## src/rtl/bird_wave_ctrl.sv

```systemverilog
// bird_wave_ctrl: wave/level sequencer for the bird array.
// Runs a pause before each wave and then deploys one bird per slot, spaced
// by a frame gap. It waits for the wave to clear, then advances the level.
// All outputs are registered.
module bird_wave_ctrl #(
  parameter int NUM_OF_BIRDS       = 4,
  parameter int NUM_OF_LEVELS      = 4,
  parameter int DEPLOY_GAP_FRAMES  = 32,
  parameter int LEVEL_PAUSE_FRAMES = 120
) (
  input  logic                    clk,
  input  logic                    reset,
  input  logic                    startOfFrame,
  input  logic                    enable,
  input  logic [7:0]              random_number,
  input  logic [NUM_OF_BIRDS-1:0] bird_alive,
  output logic [NUM_OF_BIRDS-1:0] deploy_bird,
  output logic [1:0]              bird_speed,
  output logic [3:0]              bird_life,
  output logic [1:0]              level,
  output logic                    wave_active,
  output logic                    game_won
);

  localparam int SW = (NUM_OF_BIRDS > 1) ? $clog2(NUM_OF_BIRDS) : 1;
  localparam logic [7:0]    PAUSE_LAST = 8'(LEVEL_PAUSE_FRAMES - 1);
  localparam logic [7:0]    GAP_BASE   = 8'(DEPLOY_GAP_FRAMES);
  localparam logic [1:0]    LAST_LEVEL = 2'(NUM_OF_LEVELS - 1);
  localparam logic [SW-1:0] LAST_SLOT  = SW'(NUM_OF_BIRDS - 1);

  typedef enum logic [2:0] {
    S_IDLE, S_PAUSE, S_DEPLOY, S_WAIT_CLEAR, S_WON
  } state_t;

  state_t                  r_state;
  logic [7:0]              r_frame_cnt;
  logic [7:0]              r_gap;
  logic [SW-1:0]           r_slot;
  logic                    r_armed;
  logic [NUM_OF_BIRDS-1:0] r_deploy;
  logic [1:0]              r_speed;
  logic [3:0]              r_life;
  logic [1:0]              r_level;
  logic                    r_wave_active;
  logic                    r_game_won;

  logic [7:0]              w_gap_next;
  logic                    w_due;
  logic                    w_slot_free;
  logic [1:0]              w_level_inc;
  logic                    w_unused_rand;

  // Only the low nibble of the LFSR jitters the gap.
  assign w_unused_rand = ^random_number[7:4];
  assign w_gap_next    = GAP_BASE + {4'b0, random_number[3:0]};
  assign w_due         = startOfFrame && (r_frame_cnt >= r_gap - 8'd1);
  assign w_slot_free   = ~bird_alive[r_slot];
  assign w_level_inc   = r_level + 2'd1;

  assign deploy_bird = r_deploy;
  assign bird_speed  = r_speed;
  assign bird_life   = r_life;
  assign level       = r_level;
  assign wave_active = r_wave_active;
  assign game_won    = r_game_won;

  // The speed code is the level clamped at 3. A 2-bit level never exceeds 3.
  function automatic logic [1:0] speed_of(input logic [1:0] l);
    return l;
  endfunction

  // The starting life is 2 + 2*level, clamped at 15.
  function automatic logic [3:0] life_of(input logic [1:0] l);
    logic [4:0] t;
    t = 5'd2 + {2'b0, l, 1'b0};
    return (t > 5'd15) ? 4'd15 : t[3:0];
  endfunction

  // Sequencer FSM. The frame counter is cleared on every state change, and
  // the deploy pulse defaults low so each pulse lasts exactly one cycle.
  always_ff @(posedge clk or posedge reset) begin
    if (reset) begin
      r_state       <= S_IDLE;
      r_frame_cnt   <= 8'd0;
      r_gap         <= GAP_BASE;
      r_slot        <= '0;
      r_armed       <= 1'b0;
      r_deploy      <= '0;
      r_speed       <= 2'd0;
      r_life        <= 4'd2;
      r_level       <= 2'd0;
      r_wave_active <= 1'b0;
      r_game_won    <= 1'b0;
    end else begin
      r_deploy <= '0;
      if (startOfFrame && r_frame_cnt != 8'hFF)
        r_frame_cnt <= r_frame_cnt + 8'd1;

      if (!enable && r_state != S_WON) begin
        // Drop out of the game. The level is kept, and any due pulse is lost.
        r_state       <= S_IDLE;
        r_frame_cnt   <= 8'd0;
        r_wave_active <= 1'b0;
      end else begin
        case (r_state)
          S_IDLE: begin
            r_state     <= S_PAUSE;
            r_frame_cnt <= 8'd0;
            r_speed     <= speed_of(r_level);
            r_life      <= life_of(r_level);
          end
          S_PAUSE: begin
            if (startOfFrame && r_frame_cnt == PAUSE_LAST) begin
              r_state       <= S_DEPLOY;
              r_frame_cnt   <= 8'd0;
              r_slot        <= '0;
              r_gap         <= GAP_BASE;
              r_wave_active <= 1'b1;
            end
          end
          S_DEPLOY: begin
            if (r_deploy[NUM_OF_BIRDS-1]) begin
              // The last slot's pulse is on the output, so this wave is fully deployed.
              r_state     <= S_WAIT_CLEAR;
              r_frame_cnt <= 8'd0;
              r_armed     <= 1'b0;
            end else if (w_due && w_slot_free) begin
              r_deploy    <= {{(NUM_OF_BIRDS-1){1'b0}}, 1'b1} << r_slot;
              r_slot      <= (r_slot == LAST_SLOT) ? '0 : r_slot + SW'(1);
              r_frame_cnt <= 8'd0;
              r_gap       <= w_gap_next;
            end
          end
          S_WAIT_CLEAR: begin
            // Skip the first frame, which gives the array time to raise its alive flags.
            if (startOfFrame) begin
              if (!r_armed) begin
                r_armed <= 1'b1;
              end else if (bird_alive == '0) begin
                r_frame_cnt   <= 8'd0;
                r_wave_active <= 1'b0;
                if (r_level != LAST_LEVEL) begin
                  r_state <= S_PAUSE;
                  r_level <= w_level_inc;
                  r_speed <= speed_of(w_level_inc);
                  r_life  <= life_of(w_level_inc);
                end else begin
                  r_state    <= S_WON;
                  r_game_won <= 1'b1;
                end
              end
            end
          end
          S_WON: begin
            r_state <= S_WON;
          end
          default: begin
            r_state <= S_IDLE;
          end
        endcase
      end
    end
  end

endmodule

```

## config.mk

```make
export PLATFORM = sky130hd
export DESIGN_NAME = bird_wave_ctrl
export DESIGN_NICKNAME = d
export VERILOG_FILES = /design/src/rtl/bird_wave_ctrl.sv
export SDC_FILE = /design/constraint.sdc
export NUM_CORES = 1
export LEC_CHECK = 0
export CAP_MARGIN = 40
export CORE_UTILIZATION = 37
export CTS_CLUSTER_DIAMETER = 100
export DETAILED_ROUTE_END_ITERATION = 10
export PLACE_DENSITY = 0.69
export RECOVER_POWER = 25
export SYNTH_ARGS = -nofsm -noshare
export SYNTH_HDL_FRONTEND = slang
export SYNTH_SLANG_ARGS = --single-unit
```

## constraint.sdc

```tcl
create_clock -name clk -period 2.6 [get_ports clk]
set_input_delay 0.52 -clock clk [delete_from_list [all_inputs] [get_ports clk]]
set_output_delay 0.52 -clock clk [all_outputs]
set_load 0.05 [all_outputs]
```

# --- Word level (Yosys, flattened, before mapping) ---
# Cells that the tools add are included.
totals:
  register_bits: 36
  out_inout_bits: 14
  mem_bits_rw: 0
  latchBits: 0
  romBits: 0
  memories: 0
op_classes:
  order_cmp: 4
  addsub: 7
  div: 0
  n_bitwise: 3
  n_mul: 0
  eq_ne: 22
  n_shift: 1
  n_reduce_logical: 19
  n_mux: 53
ops:
  columns: ["operator", "n"]
  rows:
  - ["$mux W8", 11]
  - ["$mux W4", 10]
  - ["$pmux W8 S4", 1]
  - ["$mux W3", 7]
  - ["$ne A2 B2 Y1 const B", 9]
  - ["$ne A3 B3 Y1 const B", 6]
  - ["$reduce_and A6 Y1", 3]
  - ["$mux W2", 8]
  - ["$pmux W8 S2", 1]
  - ["$pmux W3 S5", 1]
  - ["$reduce_and A5 Y1", 3]
  - ["$add A2 B3 Y4 const A", 2]
  - ["$add A8 B1 Y8 const B", 1]
  - ["$eq A8 B7 Y1 const B", 1]
  - ["$ge A8 B8 Y1", 1]
  - ["$gt A4 B4 Y1 const B", 2]
  - ["$mux W1", 8]
  - ["$ne A8 B8 Y1 const B", 1]
  - ["$pmux W2 S2", 2]
  - ["$pmux W4 S2", 1]
  - ["$sub A8 B1 Y8 const B", 1]
  - ["$add A6 B4 Y7 const A", 1]
  - ["$eq A3 B2 Y1 const B", 2]
  - ["$reduce_bool A2 Y1", 3]
  - ["other kinds (15)", 23]

# --- Logic depth before layout (Yosys ltp) ---
# Gate-level depths: netlist (run 1).
logic_depth:
  word_depth: 9
  depth_mapped: 11

# --- Worst setup path before layout (run 1) ---
# OpenSTA, ideal clock, no wires.
synth_timing:
  path_kind: "register to register"
  start: "reg r_gap[2]"
  end: "reg r_gap[2]"
  slack_ns: 0.310
  t_arrival_ns: 2.169
  n_path_buf: 1
  setup_ns: 0.121
  stages_incl_launch_ff: 10
  path_cell_list: "dfrtp_1 > nor4_1 > nor2_1 > ha_1 > a21o_1 > a2111oi_2 > a21oi_2 > and3_1 > buf_6 > a22o_1"
synth_between:
  elab_chain_len: 6
synth_lines:
  columns: ["element", "line_no", "rtl"]
  rows:
  - ["start, declared", "37", "logic [7:0] r_gap;"]
  - ["start signal, assigned", "131", "r_gap <= w_gap_next;"]
  - ["$sub A8 B1 Y8", "56", "assign w_due = startOfFrame && (r_frame_cnt >= r_gap - 8'd1);"]
  - ["$ge A8 B8 Y1", "56", null]
  - ["$logic_and A1 B1 Y1", "56", null]
  - ["$logic_and A1 B1 Y1", "127", "end else if (w_due && w_slot_free) begin"]
  - ["$ne A2 B2 Y1 (no line)", null, null]
  - ["$reduce_and A5 Y1 (no line)", null, null]
# No other way between the ends.
# A chain may end at the register's enable or synchronous reset.

# --- Final worst setup path (run 1) ---
layout_timing:
  start: "reg r_gap[3]"
  end: "reg r_slot[1]"
layout_between:
  elab_chain_len: 6
layout_lines:
  columns: ["element", "line_no", "rtl"]
  rows:
  - ["$sub A8 B1 Y8", "56", null]
  - ["$ge A8 B8 Y1", "56", null]
  - ["$logic_and A1 B1 Y1", "56", null]
  - ["$logic_and A1 B1 Y1", "127", null]
  - ["$ne A2 B2 Y1 (no line)", null, null]
  - ["$reduce_and A5 Y1 (no line)", null, null]
  - ["end signal, assigned", "129", "r_slot <= (r_slot == LAST_SLOT) ? '0 : r_slot + SW'(1);"]
  - ["end, declared", "38", "logic [SW-1:0] r_slot;"]
# No other way between the ends.

==> results of run 1 <==
[worst max-delay path: cells and delay by family, from the launching register on]
family / cells / cell delay, ns
adder cells (fa/ha/maj): 1 / 0.18
AO/OA/AOI/OAI: 4 / 0.96
flip-flops: 1 / 0.41
AND/OR/NAND/NOR: 3 / 0.76
[power groups by stage]
stage | logic, mW | registers [mW] | clock network, mW
global placement | 0.200 | 0.521 | 0
floorplan | 0.120 | 0.538 | 0
finish | 0.201 | 0.513 | 0.411
CTS | 0.203 | 0.512 | 0.428
detailed placement | 0.201 | 0.521 | 0
global route | 0.225 | 0.513 | 0.452
[layer usage]
layer | vias up | wire length [um] | track usage [%]
met5 | - | 0 | 0
met2 | 28 | 1600 | 24.51
met3 | 7 | 167 | 4.722
li1 | 712 | - | -
met4 | 0 | 46 | 5.447
met1 | 678 | 1604 | 19.38
[how the worst max path moves through the flow]
stage | from | cells past startpoint | slack (ns) | end
2_1_floorplan | r_gap[2] | 9 | 0.31 | r_gap[2]
3_3_place_gp | bird_alive[0] | 7 | -0.0002 | bird_speed[1]
3_5_place_dp | bird_alive[0] | 7 | -0.03 | bird_speed[1]
4_1_cts | r_gap[3] | 8 | 0.14 | r_slot[1]
5_1_grt | r_gap[3] | 8 | 0.006 | r_slot[1]
6_report | r_gap[3] | 8 | 0.17 | r_slot[1]
[cell usage after synthesis (4+ instances only)]
cell and n:
o21ai_0 7, nand2_1 11, and3_1 5, nor2_1 16, and2_1 4, nand4_1 4, a21oi_1 8, nand3_1 5
mux2_2 5, xnor2_1 4, ha_1 14, inv_1 13, dfrtp_1 30, a22o_1 6
[cells by family (layout without fill, tap and decap cells)]
family | count (synthesis) | after routing
compound gates | 40 | 40
xor+xnor | 6 | 6
fa+ha+maj | 14 | 14
buf+inv | 20 | 53
flops | 31 | 31
mux | 8 | 8
other cells | 1 | 1
simple gates | 60 | 60
[flip-flops by register name, summed over array words and instances, names as in the netlist]
signal and cells:
deploy_bird 4, r_gap 4, bird_speed 2, r_armed 1
game_won 1, level 2, r_frame_cnt 8, wave_active 1
r_slot 2, r_state 3, bird_life 3
[final cells by class]
type	instances	area share (%)
inverter	13	2.155
clock buffer	8	4.420
sequential	31	34.31
tap	67	3.702
multi-input combinational	129	42.32
timing repair buffer	32	13.09
==> flow_summary.ini, run 1 <==
[status]
status = complete, but fails checks
violations = capacitance limit, slew limit

[setup_path]
crit_type = reg -> reg
crit_fanout = 10
cpPeakStageDelay_ns = 0.41
worst_setup_path_start_kind = flip-flop
reg2reg_slack_ns = 0.17
reg2regPathDepth = 8
worstPathRequired_ns = 2.77
cp_slowest_cell = dfrtp_1
crit_arrival_ns = 2.60
worstReg2RegStart = r_gap[3]
worstPathCellList = nor4_1 > nor2_1 > ha_1 > a21o_1 > a2111oi_2 > a21oi_2 > and3_1 > a22o_1
endpoint_kind = flip-flop
r2r_end = r_slot[1]

[yosys]
synth_top_area_share_pct = 41.12
ys.warnings.count = 0
synthTopCellsByArea = dfrtp_1 41%, ha_1 9.6%, nor2_1 3.3%
ys.flop_type = dfrtp_1
postSynthAreaPerCell_sq_um = 10.14
synthMuxAreaShare_pct = 5.415
synth_compound_area_share_pct = 16.18
synth_async_sr_flop_share_pct = 100.0
seq_area_frac_synth_pct = 42.56
synth_fa_ha_area_share_pct = 9.596
ys_ff_latch = 31
synth_top_family_by_area = simple AND/OR/NAND/NOR gates
netlist_area_sq_um = 1826
synth_nets = 210
synth_top_area_cell = dfrtp_1
synth-simple-area-share_pct = 18.23
synth_cell_type_count = 50
synthXorXnorAreaFrac_pct = 2.879
syn_inst = 180
synth_edf_count = 0

[timing]
relSlewSlack_pct = -9.550
final_max_slew_viol_count = 32
tightest_slew_ns = 1.643
min_period_ns = 2.431
fin_hold_ws_ns = 0.4727
hold_viol = 0
layout_setup_ws_ns = 0.1693
fin_crit_sh_pct = 93.49
max_freq_mhz = 411.4
rsz0062_at_grt = false
finalClockSkew_ns = 0.002488
fin_setup_tns_ns = 0
finalSetupViolCount = 0

[layout]
final_util_pct = 47.95
regArea_sq_um = 777.0
final_cell_mix = 30 x dfrtp_1, 23 x clkdlybuf4s50_1, 16 x nor2_1
final_nets = 242
multi_input_area_sq_um = 958.4
final_common_cell = dfrtp_1
final_cells = 280
num_antenna_cells = 0
finalInstanceArea_sq_um = 2265
drive_above_1_share_pct = 12.68
syn_to_final_growth_pct = 24.06
num-fill-cells = 442

[cts]
cts.sinks = 31
clkLatencyLatePin_ns = 0.28
clkTransAtPathRegs_ns = 0.06
cts_setup_buffers = 0
cts_root_buf = clkbuf_8
cts_buffers = 5
cts_tree = done
cts_max_level = 2
cts_resized = 0
clockBufferDepth = 2
hold_buffers = 0

[route]
detail-route-antenna-nets = 0
viasPerCell = 5.089
wire_per_inst_um = 12.21
vias = 1425
routed_wl_um = 3419
drt_iter0_markers = 82
dr.pass1.iters = 4
remaining_drc_errors = 0

[floorplanning]
chipHeight_um = 72.24
pin_count = 30
row_count = 25
fp.dieArea_sq_um = 5219
die_x_um = 72.24
coreArea_sq_um = 4723
start_util_pct = 38.65

[power]
pwr-share-seq_pct = 45.6
pwr-share-clk_pct = 36.6
switching_share_pct = 27.15
p_sw_mw = 0.3053
p_int_mw = 0.8193
combPwrFrac_pct = 17.8
power_leakage_nw = 1.041
ir_worst_vdd_uv = 238.1
p_total_mw = 1.125
power_density_nw_per_um2 = 496.6

[global_routing]
grt_pass1_vias = 1363
grt-ovfl-total = 0
grt_pass1_wl_um = 6161
grt_usage_pct = 15.25
grt_max_degree = 32
antenna_found_initial = 0

[placed_design]
dpl.cell_count = 272
post-dp-hpwl_um = 2546
place_congestion = 0.8426
placed_area_sq_um = 2168
io_buffers = 24
place_ws_ns = -0.02657

[worst_hold_path]
min_to = bird_life[1]
hp-start = bird_life[1]
hold_depth = 2
min_path_type = reg -> reg

[run]
drv_cap = 1
(Power assumes the default switching activity.)
==> run 2: changes to the inputs <==
PLACE_DENSITY = 0.63   (was 0.69)
SKIP_LAST_GASP = 1   (was default)
==> flow_summary.ini, run 2 (synthesis gave the netlist of run 1 again) <==
[status]
status = complete, but fails checks
violations = capacitance limit, slew limit

[setup_path]
worstPathRequired_ns = 2.77
cpPeakStageDelay_ns = 0.43
crit_type = reg -> reg
crit_top_cell = ha_1
crit_fanout = 10
worstPathCellList = inv_1 > ha_1 > nand2_1 > ha_1 > a21o_1 > a2111oi_2 > a21oi_2 > and3_1 > a22o_1
crit_arrival_ns = 2.59
endpoint_kind = flip-flop
worst_setup_path_start_kind = flip-flop
cp_slowest_cell = dfrtp_1

[placed_design]
io_buffers = 24
post-dp-hpwl_um = 2534
place_congestion = 0.8138

[layout]
final_nets = 241
final_util_pct = 48.29
multi_input_area_sq_um = 964.7
syn_to_final_growth_pct = 24.95
regArea_sq_um = 777.0
num-fill-cells = 444
final_cell_mix = 30 x dfrtp_1, 24 x clkdlybuf4s50_1, 16 x nor2_1
drive_above_1_share_pct = 13.21
largest_reg_flops = 8
regMostFlops = r_frame_cnt
final_common_cell = dfrtp_1
num_antenna_cells = 0

[timing]
fin_hold_ws_ns = 0.4649
fin_crit_sh_pct = 92.89
rsz0062_at_grt = true
finalSetupViolCount = 0
relSlewSlack_pct = -11.86
tightest_slew_ns = 1.678
min_period_ns = 2.415
final_max_slew_viol_count = 32
hold_viol = 0
finalClockSkew_ns = 0.005644
fin_setup_tns_ns = 0
max_freq_mhz = 414.1

[power]
pwr-share-clk_pct = 41.0
power_leakage_nw = 1.047
p_sw_mw = 0.3210
ir_worst_vdd_uv = 313.3
combPwrFrac_pct = 16.6
power_density_nw_per_um2 = 529.6
switching_share_pct = 26.57
p_int_mw = 0.8870
pwr-share-seq_pct = 42.4

[floorplanning]
pin_count = 30
coreArea_sq_um = 4723
chipHeight_um = 72.24
start_util_pct = 38.65
die_x_um = 72.24
fp.dieArea_sq_um = 5219
row_count = 25

[worst_hold_path]
min_path_type = reg -> reg

[global_routing]
grt_pass1_vias = 1369
grt_max_degree = 32
grt-ovfl-total = 0
grt_pass1_wl_um = 6182
antenna_found_initial = 0
grt_usage_pct = 15.53

[route]
drt_iter0_markers = 121
detail-route-antenna-nets = 0
wire_per_inst_um = 12.52
viasPerCell = 5.100
remaining_drc_errors = 0
routed_wl_um = 3493
vias = 1423
dr.pass1.iters = 4

[cts]
clockBufferDepth = 2
hold_buffers = 0
cts_max_level = 2
cts_setup_buffers = 0
cts_tree = done
cts_root_buf = clkbuf_8
cts_buffers = 5
cts.sinks = 31
clkTransAtPathRegs_ns = 0.07
clkLatencyLatePin_ns = 0.29

[run]
drv_cap = 1
run 2: final timing paths:
check | from | to | slack (ns) | depth (start not counted)
setup / recovery | r_gap[0] | r_slot[1] | 0.18 | 9
hold / removal | bird_life[1] | bird_life[1] | 0.46 | 2
setup reg to reg | r_gap[0] | r_slot[1] | 0.18 | 9
hold reg to reg | bird_life[1] | bird_life[1] | 0.46 | 2
max in group asynchronous | reset | r_frame_cnt[0] | 0.51 | 3
min in group asynchronous | reset | level[1] | 1.12 | 3
run 2: worst max-delay path: cells and delay by family, from the launching register on:
family          cells  cell delay, ns
fa+ha+maj           2            0.47
flops               1            0.43
compound gates      4            0.94
simple gates        2            0.35
buf+inv             1            0.10
run 2: routing by layer:
layer	track usage, %	wire length (um)
met4	6.100	65
met1	20.52	1633
met5	0	0
met3	5.139	185
met2	23.57	1608
run 2: per-stage QoR:
stage,total power [mW],worst slack (ns),instances,area [sq um]
global placement,0.7219,0.07834,271,2161
finish,1.208,0.1850,279,2281
floorplan,0.6582,0.3103,180,1826
global route,1.272,-0.009980,279,2281
detailed placement,0.7234,0.04374,271,2161
CTS,1.228,0.1520,279,2278
run 2: power groups by stage:
stage	registers, mW	logic [mW]	clock network, mW
after global placement	0.521	0.201	0
final	0.512	0.201	0.495
after CTS	0.512	0.203	0.513
after floorplan	0.538	0.120	0
after detailed placement	0.521	0.202	0
after global routing	0.513	0.223	0.536
run 2: final cells by class:
cell class	instances	area share, %
clock inverter	2	1.536
timing repair buffer	31	12.67
clock buffer	6	3.620
multi-input combinational	129	42.29
inverter	13	2.139
tap	67	3.675
sequential	31	34.06
run 2: repair_timing:
item                                    4_1_cts  5_1_grt
endpoints found under the setup margin        0       11
endpoints found under the hold margin         0        0
resized for setup                             0        1
